--- src/rtl/clk_div_pkg.sv ---
// rtl/clk_div_pkg.sv - shared constants and helpers for the multi-channel clock divider
package clk_div_pkg;

  localparam int CNT_W_DEF = 8;

  // Phase at which every period starts and div_tick fires.
  localparam int PHASE_START = 0;

  // Channel index width, never narrower than one bit.
  function automatic int ch_w(input int n);
    return (n > 1) ? $clog2(n) : 1;
  endfunction

endpackage

--- src/rtl/clk_div_chan.sv ---
// rtl/clk_div_chan.sv - one divider channel: phase counter, active/pending divisors, registered outputs
module clk_div_chan
  import clk_div_pkg::*;
#(
  parameter int CNT_W   = CNT_W_DEF,
  parameter int RST_DIV = 0
) (
  input  logic             clk,
  input  logic             reset,
  input  logic             wr,
  input  logic [CNT_W-1:0] wr_div,
  input  logic             sync,
  output logic             pend,
  output logic             div_out,
  output logic             div_tick,
  output logic             active
);

  localparam logic [CNT_W-1:0] RST_D  = CNT_W'(RST_DIV);
  localparam logic             RST_ON = (RST_DIV != 0);
  localparam logic [CNT_W-1:0] PH0    = CNT_W'(PHASE_START);

  logic [CNT_W-1:0] act_div, pend_div, cnt;
  logic [CNT_W-1:0] nxt_div, nxt_cnt;
  logic [CNT_W:0]   nxt_half;
  logic             running, wrap, apply;

  // Outputs are registered from the next-state values so they show the phase cnt will hold.
  always_comb begin
    running  = (act_div != '0);
    wrap     = running && (cnt == act_div - 1'b1);
    apply    = pend && (!running || wrap || sync);
    nxt_div  = apply ? pend_div : act_div;
    if (nxt_div == '0)
      nxt_cnt = PH0;
    else if (wrap || apply || (sync && running))
      nxt_cnt = PH0;
    else
      nxt_cnt = cnt + 1'b1;
    nxt_half = ({1'b0, nxt_div} + 1'b1) >> 1;
  end

  always_ff @(posedge clk or posedge reset) begin
    if (reset) begin
      act_div  <= RST_D;
      pend_div <= '0;
      pend     <= 1'b0;
      cnt      <= PH0;
      div_out  <= RST_ON;
      div_tick <= RST_ON;
      active   <= RST_ON;
    end else begin
      act_div  <= nxt_div;
      cnt      <= nxt_cnt;
      if (wr) begin
        pend     <= 1'b1;
        pend_div <= wr_div;
      end else if (apply) begin
        pend <= 1'b0;
      end
      div_tick <= (nxt_div != '0) && (nxt_cnt == PH0);
      div_out  <= (nxt_div != '0) && ({1'b0, nxt_cnt} < nxt_half);
      active   <= (nxt_div != '0);
    end
  end

endmodule

--- src/rtl/clk_div_multi.sv ---
// rtl/clk_div_multi.sv - multi-channel programmable divider top: cfg decode, ready mux, sync fan-out
module clk_div_multi
  import clk_div_pkg::*;
#(
  parameter int NUM_CH  = 4,
  parameter int CNT_W   = CNT_W_DEF,
  parameter int RST_DIV = 0
) (
  input  logic                       clk,
  input  logic                       reset,
  input  logic                       cfg_valid,
  output logic                       cfg_ready,
  input  logic [ch_w(NUM_CH)-1:0]    cfg_ch,
  input  logic [CNT_W-1:0]           cfg_div,
  input  logic                       sync,
  output logic [NUM_CH-1:0]          div_out,
  output logic [NUM_CH-1:0]          div_tick,
  output logic [NUM_CH-1:0]          ch_active
);

  localparam int CH_W = ch_w(NUM_CH);

  logic [NUM_CH-1:0] pend;

  // Out-of-range indices keep the default ready and match no channel, so the write is dropped.
  always_comb begin
    cfg_ready = 1'b1;
    for (int i = 0; i < NUM_CH; i++)
      if (cfg_ch == CH_W'(i)) cfg_ready = ~pend[i];
  end

  for (genvar g = 0; g < NUM_CH; g++) begin : g_ch
    logic wr;
    assign wr = cfg_valid && (cfg_ch == CH_W'(g)) && !pend[g];

    clk_div_chan #(
      .CNT_W   (CNT_W),
      .RST_DIV (RST_DIV)
    ) u_chan (
      .clk      (clk),
      .reset    (reset),
      .wr       (wr),
      .wr_div   (cfg_div),
      .sync     (sync),
      .pend     (pend[g]),
      .div_out  (div_out[g]),
      .div_tick (div_tick[g]),
      .active   (ch_active[g])
    );
  end

endmodule

--- config.mk ---
export PLATFORM = sky130hd
export DESIGN_NAME = clk_div_multi
export DESIGN_NICKNAME = d
export VERILOG_FILES = /design/src/rtl/clk_div_pkg.sv /design/src/rtl/clk_div_chan.sv /design/src/rtl/clk_div_multi.sv
export SDC_FILE = /design/constraint.sdc
export NUM_CORES = 1
export LEC_CHECK = 0
export BUFFER_PORTS_ARGS = -buffer_cell sky130_fd_sc_hd__buf_2
export CELL_PAD_IN_SITES_DETAIL_PLACEMENT = 1
export CELL_PAD_IN_SITES_GLOBAL_PLACEMENT = 2
export CORE_MARGIN = 5
export CORE_UTILIZATION = 44
export DETAILED_ROUTE_END_ITERATION = 16
export HOLD_SLACK_MARGIN = 0.12
export PLACE_DENSITY = 0.84
export SYNTH_ARGS = -nofsm -noshare
export SYNTH_HDL_FRONTEND = slang
export SYNTH_SLANG_ARGS = --single-unit
--- constraint.sdc ---
create_clock -name clk -period 6.95 [get_ports clk]
set_input_delay 0.695 -clock clk [delete_from_list [all_inputs] [get_ports clk]]
set_output_delay 0.695 -clock clk [all_outputs]
set_load 0.1 [all_outputs]
==> key figures <==
Status
  – Status: finished, final reports clean

Logic synthesis
  – Seq/Total Area, Yosys: a little over a third
  – Synth Area in Adders: ~7.7%
  – Mux cell area share after synthesis: between 10 and 15%
  – Main synth FF type: dfrtp_1
  – Largest family of logic cells by synthesized area: simple AND/OR/NAND/NOR gates
  – Synth top area cells: dfrtp_1 (36%), mux2_2 (7.9%), ha_1 (7.7%)
  – Seq cells post-synth: between 100 and 150
  – Synthesized cell area: approximately 7800 µm²
  – Mean post-synth cell area: about 9.4 µm²
  – Complex-gate fraction of the synthesized area: around a tenth
  – Synth area leader: dfrtp_1
  – Synthesis Warnings: 0
  – Async SR Flop Fraction: 100%
  – Number of synthesized flops with an enable pin: 0
  – Cells after Synth: between 800 and 900
  – Area share of the largest cell type after synthesis: 35.7%
  – Post-Synth XOR/XNOR Area: 10.6%
  – Synth unique cells: 66
  – Syn Nets: between 800 and 900
  – Simple-Gate Fraction of Synth Area: 19.0%

Timing
  – Measured slew at the worst slew-check pin: 1.18 ns
  – Final hold vios: 0
  – Max-slew violations: 0
  – F_max: 198 MHz
  – Post-Route Skew: approximately 0.007 ns
  – Final TNS setup: 0 ns
  – Slew HR: 20.5%
  – Final min period: around 5 ns
  – Setup ws final: about 1.9 ns
  – Tcrit/Tclk final: 72.7%
  – Unrepaired setup endpoints after global routing: no
  – Final setup fails: 0

Layout
  – Finished Layout Cells: roughly 1,000
  – Design Area, Final: between 8000 and 9000 µm²
  – FILL cells: between 2,000 and 2,500
  – Most frequent cells in the layout: dfrtp_1 (112), nor2_1 (65), nand2_1 (62), xnor2_1 (57), mux2_2 (55)
  – Nets@finish: between 800 and 900
  – Commonest non-fill, non-tap cell in the layout: dfrtp_1
  – Area added between synthesis and finish: 5.26%
  – Antenna Cells: 0
  – Layout cells sized above 1: a little over an eighth

Routing
  – Via/cell ratio: between 5 and 6
  – WL met3: approximately 430 µm
  – Detail Route Antenna Nets: 0
  – DRC Markers: 0
  – Via Count: about 6,100
  – DR top layer: met4
  – Router iterations before antenna repair: 4
  – Drt first-iter violations: approximately 300
  – Met1 WL: just under 10,000 µm
  – Wire length on met2: ~9900 µm
  – Post-DR wirelength/cell: between 15 and 20 µm
  – Routed Wire Length: 20,200 µm

Min path
  – Hold Crit Class: in -> async

Job
  – Max-Cap Viols: 0

Clocking
  – Cts bufs inserted: 9
  – Post-CTS Resized: 0
  – Post-CTS setup buffers: 0
  – Clock tree buffer depth: 2
  – CTS sink cnt: approximately 110
  – CTS tree: built
  – H-tree Lvls: 3
  – Clock latency on the worst-skew pair: around 0.36 ns
  – Root buf cell: clkbuf_16
  – Reg clk slew, reported paths: ~0.07 ns
  – CTS Hold Buffers Added: 0

Power
  – Total power: between 3 and 4 mW
  – P_leak: ~3.6 nW
  – PwrDens: approximately 400 nW/µm²
  – Peak supply drop: 200 µV

Placed design
  – DP Area: between 7000 and 8000 µm²
  – Placed Cells incl. Taps: a little over 1,000
  – Port bufs: 26
  – Post-place setup slack: just under 2 ns
  – DP Wirelength: 15,400 µm
  – RePlAce Congestion: ~0.84

Die
  – Core area: approximately 17,000 µm²
  – DIE WIDTH: approximately 140 µm
  – Std-Cell Rows: 48
  – Initial Util: 45.0%
  – Die area: about 20,000 µm²
  – I/O Pins: 27
  – Die height: 144 µm

GRT
  – Total track usage: 20.3%
  – Total gr overflow: 0
  – Vias in the first global route: between 6,000 and 7,000
  – Initial antenna violation count: 0
  – Largest net degree at the start of global routing: 63
  – Global-route wire length before repair: between 30,000 and 40,000 µm

Critical path
  – Req. time, crit path: about 7.2 ns
  – Crit end category: flip-flop
  – Arrival time worst endpoint: around 5.3 ns
  – Worst Path Max Fanout: 19
  – CP Class: reg -> reg
  – Setup crit start kind: flip-flop
## layer usage
metal  global-route usage, %  vias to the layer above
li1                        -                     2899
met1                    28.0                     3124
met2                    34.9                       67
met3                    2.06                       13
met4                    4.46                        0
met5                       0                        -
## cells by family after synthesis
family                   after synthesis
AO/OA/AOI/OAI                        124
XOR/XNOR                              93
adder cells (fa/ha/maj)               48
buffers and inverters                 89
flip-flops                           112
multiplexers                          78
AND/OR/NAND/NOR                      287
## registers in the layout, summed over array words and instances, names as in the netlist
signal and cells:
g_ch.u_chan.div_out 4, g_ch.u_chan.pend_div 32, g_ch.u_chan.div_tick 4, g_ch.u_chan.pend 4, g_ch.u_chan.active 4, g_ch.u_chan.act_div 32
g_ch.u_chan.cnt 32
## worst max-delay path: stages (launching register included)
cell and delay [ns]:
dfrtp_1 0.43, inv_1 0.11, ha_1 0.29, o21bai_1 0.19, a2111oi_0 0.47, a311oi_1 0.13, a2111oi_2 0.45, o21a_1 0.74
mux2i_1 0.82, a21oi_1 0.23, ha_1 0.36, a21o_1 0.16, a21o_1 0.16, a21oi_1 0.12, o21ai_0 0.09, a221oi_1 0.21
## Yosys cell counts, types with 4 or more instances
cell type,number
and2_1,7
nor2_1,65
o41ai_1,4
buf_4,14
dfrtp_1,112
a21o_1,14
mux2i_1,19
buf_2,13
o21a_1,5
xor2_1,35
o22ai_1,6
o21ai_0,17
nor4_1,9
a211oi_1,6
ha_1,48
clkbuf_1,26
inv_1,34
mux2_2,55
nand4_1,21
nor2b_1,8
nor3_1,19
nand4b_1,5
and3_1,15
nand3_1,42
xnor2_1,57
nor3b_1,6
nand2b_1,9
a21oi_1,40
nand2_1,62
## layout make-up
class,count,area (µm²),area share [%]
flip-flops and latches,112,2800,33.9
repair buffers,28,145,1.76
clock buffers,13,260,3.15
inverters,34,130,1.58
clock inverters,2,13.8,0.167
well taps,225,282,3.41
multi-input cells,630,4620,56.0
## stage by stage
stage	hold slack [ns]	utilization, %
global placement	0.538	45.8
floorplan	0.499	-
detailed placement	0.534	45.8
finish	0.420	47.4
CTS	0.452	47.4
global route	0.495	47.4
## worst paths after layout
| path | startpoint | to | slack, ns | depth (start not counted) |
|---|---|---|---|---|
| max reg2reg | g_ch[1].u_chan.act_div[0] | g_ch[1].u_chan.div_out | 1.90 | 15 |
| max in group asynchronous | reset | g_ch[0].u_chan.act_div[1] | 5.23 | 3 |
| max | g_ch[1].u_chan.act_div[0] | g_ch[1].u_chan.div_out | 1.90 | 15 |
| min reg2reg | g_ch[0].u_chan.pend_div[7] | g_ch[0].u_chan.pend_div[7] | 0.55 | 1 |
| min in group clk | g_ch[0].u_chan.pend_div[7] | g_ch[0].u_chan.pend_div[7] | 0.55 | 1 |
| min | reset | g_ch[0].u_chan.cnt[1] | 0.42 | 2 |
## report_power, final
part	switching [mW]	leakage, nW	total (mW)	internal (mW)
Combinational	0.881	2.05	1.53	0.645
Sequential	0.360	1.37	1.20	0.842
Clock	0.240	0.136	0.503	0.263
Total	1.48	3.56	3.23	1.75
Power figures use the tool's default switching activity.
